## src/rtl/secuenciador_contador.sv

```systemverilog
// secuenciador_contador: drives the 4-bit contador through a parallel load plus a counted run,
// then reports the final count, steps executed and an illegal-command flag with a DONE pulse.
module secuenciador_contador (
    input  logic       CLK,
    input  logic       RESET,
    input  logic       START,
    input  logic [1:0] CMD_MODO,
    input  logic [3:0] CMD_VALOR,
    input  logic [3:0] CMD_PASOS,
    input  logic       CMD_PARAR_RCO,
    input  logic [3:0] Q,
    input  logic       RCO,
    output logic       ENB,
    output logic [1:0] MODO,
    output logic [3:0] D,
    output logic       BUSY,
    output logic       DONE,
    output logic       ERROR,
    output logic [3:0] RESULTADO,
    output logic [3:0] PASOS_HECHOS
);
    typedef enum logic [1:0] {IDLE, LOAD, RUN, FIN} state_t;

    state_t     state_q, state_d;
    logic [1:0] modo_q, modo_d;
    logic [3:0] valor_q, valor_d;
    logic [3:0] pasos_q, pasos_d;
    logic [3:0] step_q, step_d;
    logic [3:0] res_q, res_d;
    logic [3:0] hechos_q, hechos_d;
    logic       parar_q, parar_d;
    logic       err_q, err_d;
    logic       error_q, error_d;
    logic       done_q, done_d;
    logic       stop;

    always_ff @(posedge CLK) begin
        if (RESET) begin
            state_q  <= IDLE;
            modo_q   <= 2'b00;
            valor_q  <= 4'd0;
            pasos_q  <= 4'd0;
            step_q   <= 4'd0;
            res_q    <= 4'd0;
            hechos_q <= 4'd0;
            parar_q  <= 1'b0;
            err_q    <= 1'b0;
            error_q  <= 1'b0;
            done_q   <= 1'b0;
        end else begin
            state_q  <= state_d;
            modo_q   <= modo_d;
            valor_q  <= valor_d;
            pasos_q  <= pasos_d;
            step_q   <= step_d;
            res_q    <= res_d;
            hechos_q <= hechos_d;
            parar_q  <= parar_d;
            err_q    <= err_d;
            error_q  <= error_d;
            done_q   <= done_d;
        end
    end

    // step_q is still zero in the first RUN cycle, where RCO only reflects the load
    assign stop = parar_q && RCO && (step_q != 4'd0);

    always_comb begin
        state_d  = state_q;
        modo_d   = modo_q;
        valor_d  = valor_q;
        pasos_d  = pasos_q;
        step_d   = step_q;
        res_d    = res_q;
        hechos_d = hechos_q;
        parar_d  = parar_q;
        err_d    = err_q;
        error_d  = error_q;
        done_d   = 1'b0;
        ENB      = 1'b0;
        MODO     = 2'b00;
        D        = 4'd0;
        case (state_q)
            IDLE: if (START) begin
                modo_d  = CMD_MODO;
                valor_d = CMD_VALOR;
                pasos_d = CMD_PASOS;
                parar_d = CMD_PARAR_RCO;
                step_d  = 4'd0;
                err_d   = CMD_MODO == 2'b11;
                state_d = (CMD_MODO == 2'b11) ? FIN : LOAD;
            end
            LOAD: begin
                ENB     = 1'b1;
                MODO    = 2'b11;
                D       = valor_q;
                state_d = (pasos_q != 4'd0) ? RUN : FIN;
            end
            RUN: begin
                MODO    = modo_q;
                ENB     = !stop;
                step_d  = stop ? step_q : step_q + 4'd1;
                state_d = (stop || step_q + 4'd1 == pasos_q) ? FIN : RUN;
            end
            FIN: begin
                res_d    = err_q ? res_q : Q;
                hechos_d = step_q;
                error_d  = err_q;
                done_d   = 1'b1;
                state_d  = IDLE;
            end
            default: state_d = IDLE;
        endcase
    end

    assign BUSY         = state_q != IDLE;
    assign DONE         = done_q;
    assign ERROR        = error_q;
    assign RESULTADO    = res_q;
    assign PASOS_HECHOS = hechos_q;
endmodule

```

## config.mk

```make
export PLATFORM = sky130hd
export DESIGN_NAME = secuenciador_contador
export DESIGN_NICKNAME = d
export VERILOG_FILES = /design/src/rtl/secuenciador_contador.sv
export SDC_FILE = /design/constraint.sdc
export NUM_CORES = 1
export LEC_CHECK = 0
export CAP_MARGIN = 5
export CORE_UTILIZATION = 30
export DETAILED_ROUTE_END_ITERATION = 16
export MAX_ROUTING_LAYER = met4
export PLACE_DENSITY = 0.62
export REMOVE_ABC_BUFFERS = 1
export SYNTH_ARGS = -nofsm -noshare
export SYNTH_HDL_FRONTEND = slang
export SYNTH_SLANG_ARGS = --single-unit
```

## constraint.sdc

```tcl
create_clock -name CLK -period 2.3 [get_ports CLK]
set_clock_uncertainty 0.05 [all_clocks]
set_input_delay 0.23 -clock CLK [delete_from_list [all_inputs] [get_ports CLK]]
set_output_delay 0.23 -clock CLK [all_outputs]
set_load 0.01 [all_outputs]
```

Word-level counts from Yosys, hierarchy flattened
Cells that the tools add are included.
{ "word_totals": {"register_bits": 28, "in_bits": 19, "output_inout_bits": 18, "word_cells": 44} }
{ "op_classes": {"n_addsub": 1, "eq_ne": 7, "mux": 12, "bitwise": 1, "n_reduce_logical": 12} }
{ "ops": {"columns": ["cell", "count"], "rows": [
  ["$mux 4", 3],
  ["$pmux 2 s4", 1],
  ["$pmux 4 s2", 1],
  ["$reduce_bool 4->1", 2],
  ["$eq 2x2->1 const B", 3],
  ["$add 4x1->4 const B", 1],
  ["$eq 4x4->1", 1],
  ["$mux 2", 2],
  ["$ne 2x2->1 const B", 2],
  ["$pmux 2 s2", 1],
  ["$reduce_and 2->1", 2],
  ["$reduce_bool 2->1", 2],
  ["$mux 1", 3],
  ["$reduce_and 3->1", 1],
  ["$eq 2x1->1 const B", 1],
  ["$logic_and 1x1->1", 2],
  ["$logic_not 2->1", 1],
  ["$pmux 1 s2", 1],
  ["$logic_not 1->1", 1],
  ["$logic_or 1x1->1", 1],
  ["$not 1->1", 1]
]} }

Depth between registers and ports, before layout
{ "depth": {"word_depth": 5, "ltp_mapped": 6, "mapped_depth_nobuf": 6} }

Worst setup path before layout
No wires, ideal clock.
{ "synth_timing": {"path_type": "reg2reg", "startpoint": "register state_q[0]", "endpoint": "register step_q[3]", "setup_time_ps": 74, "arrival_ps": 1492, "t_required_ps": 2176, "path_slack_ps": 684, "path_stages_with_launch": 6, "n_path_buf": 0, "synth_period_minus_slack_ps": 1616, "path_cell_list": "dfxtp_1 inv_1 ha_1 and2b_1 or4b_1 a31oi_1"} }
{ "synth_between": {"elab_chain_len": 3, "word_cells_on_any_way": 7, "cone_classes": "eq/ne: 3; mux: 1; reduce/logical: 3"} }
{ "synth_rtl": {"columns": ["item", "line_no", "rtl"], "rows": [
  ["from (decl)", "24", "state_t state_q, state_d;"],
  ["from (signal assigned)", "51", "state_q <= state_d;"],
  ["$eq 2x2->1 or $logic_not 2->1 (tied branches)", "83", "case (state_q)"],
  ["$ne 2x2->1 (no source line) or $reduce_bool 2->1 (tied branches)", null, null],
  ["$reduce_and 3->1 (no source line)", null, null],
  ["to (signal assigned)", "55", "step_q <= step_d;"],
  ["to (decl)", "28", "logic [3:0] step_q, step_d;"]
]} }
Several ways; a longest one is shown, not always the timed one.
A chain may end at the register's enable or synchronous reset.

Worst setup path in the final report
{ "layout_timing": {"startpoint": "register state_q[1]", "endpoint": "output port MODO[0]"} }
{ "layout_between": {"elab_chain_len": 2, "word_cells_on_any_way": 3, "cone_classes": "eq/ne: 2; mux: 1"} }
{ "layout_rtl": {"columns": ["item", "line_no", "rtl"], "rows": [
  ["$eq 2x2->1 or $eq 2x1->1 (tied branches)", "83", null],
  ["$pmux 2 s2 *", "83", null],
  ["to (decl)", "14", "output logic [1:0] MODO,"]
]} }
Mark *: on every way between the ends. The rest lies on a longest branch, timed or not.

==> out/metrics.cfg <==
[yosys]
async_flop_share_pct = 0
synthTopCellsByArea = dfxtp_1 42%, nand2_1 7.2%, mux2i_1 6.7%, ha_1 6.5%, a21oi_1 5.6%
synth_cell_type_count = 34
yosys_warnings = 0
synth_area_per_cell_um2 = 8.69
netlist.area_leader.share_pct = 41.6
synth_cells = 155
synth_flop_cell = dfxtp_1
synth_edf_count = 0
synth-seq-cells = 28
yosys.area.top_type = dfxtp_1
syn-cell-area_um2 = 1350
ys_seq_area_share_pct = 41.6

[critical_path]
worst_path_largest_cell_delay_ns = 0.54
cp_max_fo = 8
rr_startpoint = state_q[0]
crit_path_end_kind = primary output
reg2reg_to = step_q[3]
worstPathRequired_ns = 2.02
path_buf_inv = 2
critPathLaunchType = flop
cp_data_arrival_time_ns = 1.80
rrSetupSlack_ns = 0.56
worstRegToRegCells = 5
worstSetupPathType = flop to primary output
path_cells = inv_1 > ha_1 > a21oi_1 > nor2b_1 > clkdlybuf4s50_1
critical_path.top_delay_family = buffers and inverters
slowest_stage = clkdlybuf4s50_1

[layout]
finalNetCount = 221
layout.cells.non_filler = 244
final_core_util_pct = 45.1
n_antenna_cell = 0
syn_to_final_growth_pct = 38.8
drive_gt1_share_pct = 8.25

[global_route]
antenna_found_initial = 0
first_global_vias = 1029
grt_max_degree = 17
overflow = 0
grtUsageTotal_pct = 13.9
grt_pass1_wl_um = 4740

[floorplanning]
core_area_um2 = 4140
fp.dieW_um = 69.0
die_h_um = 69.0
core.rowCount = 23
die_area_um2 = 4760
io_pins = 37
initial_utilization_pct = 32.5

[route]
drc = 0
detail-route-antenna-nets = 0
vias_per_cell = 4.68
drt_wl_total_um = 2860
wl_per_cell_um = 11.7
drtPass1Iterations = 4
dr_total_vias = 1142
drtIter0Drc = 36

[clocking]
cts_root_buf = clkbuf_8
cts_buffer_depth = 2
numCtsBuffers = 3
hold_buffers = 0
insertion_delay_ns = 0.27
cts_sinks = 28
clk_pin_slew_ns = 0.10
cts_max_level = 1
cts_tree = yes
cts_setup_buffers = 0

[pwr]
power_w = 0.00152
ir_drop_uv = 313
power_density_nw_per_um2 = 814
p_leak_nw = 0.707

[place]
pre_cts_ws_ns = 0.276
hpwl_um = 2170
place.gp.congestion = 0.899
placed_cells = 240
portBuffers = 36

[timing]
setup_viol = 0
min_period_over_period_pct = 90.4
finalHoldViolations = 0
period_minus_slack_ns = 2.08
relSlewSlack_pct = 57.3
fin_tns_setup_ns = 0
rsz0062_at_grt = false
worst_slack_ns = 0.221
max_freq_mhz = 481
slew_violations = 0
tightest_slew_ns = 0.639

[job]
cap_viol_max_count = 0

[hold_path]
holdCritPathClass = flop to flop
hold_end = valor_q[1]
min_from = valor_q[1]
hold-path-cell-count = 2

[run_status]
status = complete, no violations

[routing by layer]
layer / part of all wire (%) / global-route usage [%] / routed length (um)
met5: 0 / - / 0
met3: 5.3 / 2.47 / 151
met2: 46 / 21.7 / 1320
met1: 48 / 17.8 / 1360
met4: 0.95 / 5.10 / 27
[layout make-up]
class | count | area [um^2]
Multi-Input combinational cell | 114 | 736
Clock buffer | 3 | 41.3
Timing Repair Buffer | 43 | 415
Inverter | 5 | 18.8
Sequential cell | 28 | 566
Fill cell | 421 | 2270
Tap cell | 50 | 62.6
Clock inverter | 1 | 30.0
[flip-flops by register name, indices dropped and copies added, names as in the netlist]
signal and cells:
PASOS_HECHOS 4, RESULTADO 4, pasos_q 4, step_q 4, valor_q 4, modo_q 2, state_q 2, DONE 1
ERROR 1, err_q 1, parar_q 1
[worst max path at each step]
stage | cells past startpoint | end | from
after global placement | 6 | ENB | step_q[0]
final | 5 | MODO[0] | state_q[1]
after CTS | 6 | ENB | step_q[0]
after detailed placement | 6 | ENB | step_q[0]
after global routing | 5 | MODO[1] | state_q[1]
after floorplan | 5 | step_q[3] | state_q[0]
[where the power goes]
part / switching (W) / internal [W]
Sequential: 0.0000399 / 0.000540
Clock: 0.000156 / 0.000233
Combinational: 0.000283 / 0.000270
[worst min-delay path, delay by kind of cell, from the launching register on]
kind / cells / cell delay [ns]
flops: 1 / 0.32
compound gates: 1 / 0.05
simple gates: 1 / 0.05
[Yosys cell counts, types with 2 or more instances]
library cell and instances:
a21oi_1 15, a311oi_1 2, a31oi_1 2, and2_1 5
clkbuf_1 5, dfxtp_1 28, ha_1 7, inv_1 5
mux2i_1 9, nand2_1 26, nand2b_1 2, nand3_1 3
nor2_1 11, nor2b_1 5, nor3b_1 2, o211ai_1 2
o21a_1 2, o21ai_0 4, xnor2_1 4, xor2_1 2
[what timing repair did]
item                       CTS  global route
gates resized for setup      2             4
setup endpoints to repair    1             1
hold endpoints to repair     0             0
[cell families after synthesis]
kind of cell / count (synthesis) / share of synthesized area, %
simple gates: 61 / 22.7
compound gates: 31 / 14.0
flops: 28 / 41.6
buf+inv: 13 / 4.55
mux: 9 / 6.69
fa+ha+maj: 7 / 6.51
xor+xnor: 6 / 3.90
[placed cells by master, fill, tap and decap left out]
cell             instances
clkdlybuf4s50_1         35
dfxtp_1                 26
nand2_1                 26
a21oi_1                 15
nor2_1                  11
mux2i_1                  9
ha_1                     7
buf_4                    7
inv_1                    5
nor2b_1                  5
and2_1                   5
o21ai_0                  4
xnor2_1                  4
nand3_1                  3
clkbuf_8                 3
o21a_1                   2
nand2b_1                 2
a31oi_1                  2
a311oi_1                 2
o211ai_1                 2
xor2_1                   2
nor3b_4                  1
nand3_2                  1
nand2b_4                 1
and2b_1                  1
or4b_1                   1
nor3b_1                  1
o31a_1                   1
nand3b_1                 1
nor4_1                   1
a211o_1                  1
nand4_1                  1
a221oi_1                 1
a211oi_1                 1
bufinv_16                1
dlymetal6s2s_1           1
dfxtp_4                  1
dfxtp_2                  1
[stage by stage]
step | area, um^2 | hold slack (ns)
6_report | 1870 | 0.403
5_1_grt | 1870 | 0.419
4_1_cts | 1860 | 0.406
3_5_place_dp | 1780 | 0.391
3_3_place_gp | 1780 | 0.389
2_1_floorplan | 1300 | 0.249
Note: power is estimated with default switching activity, not from simulation.
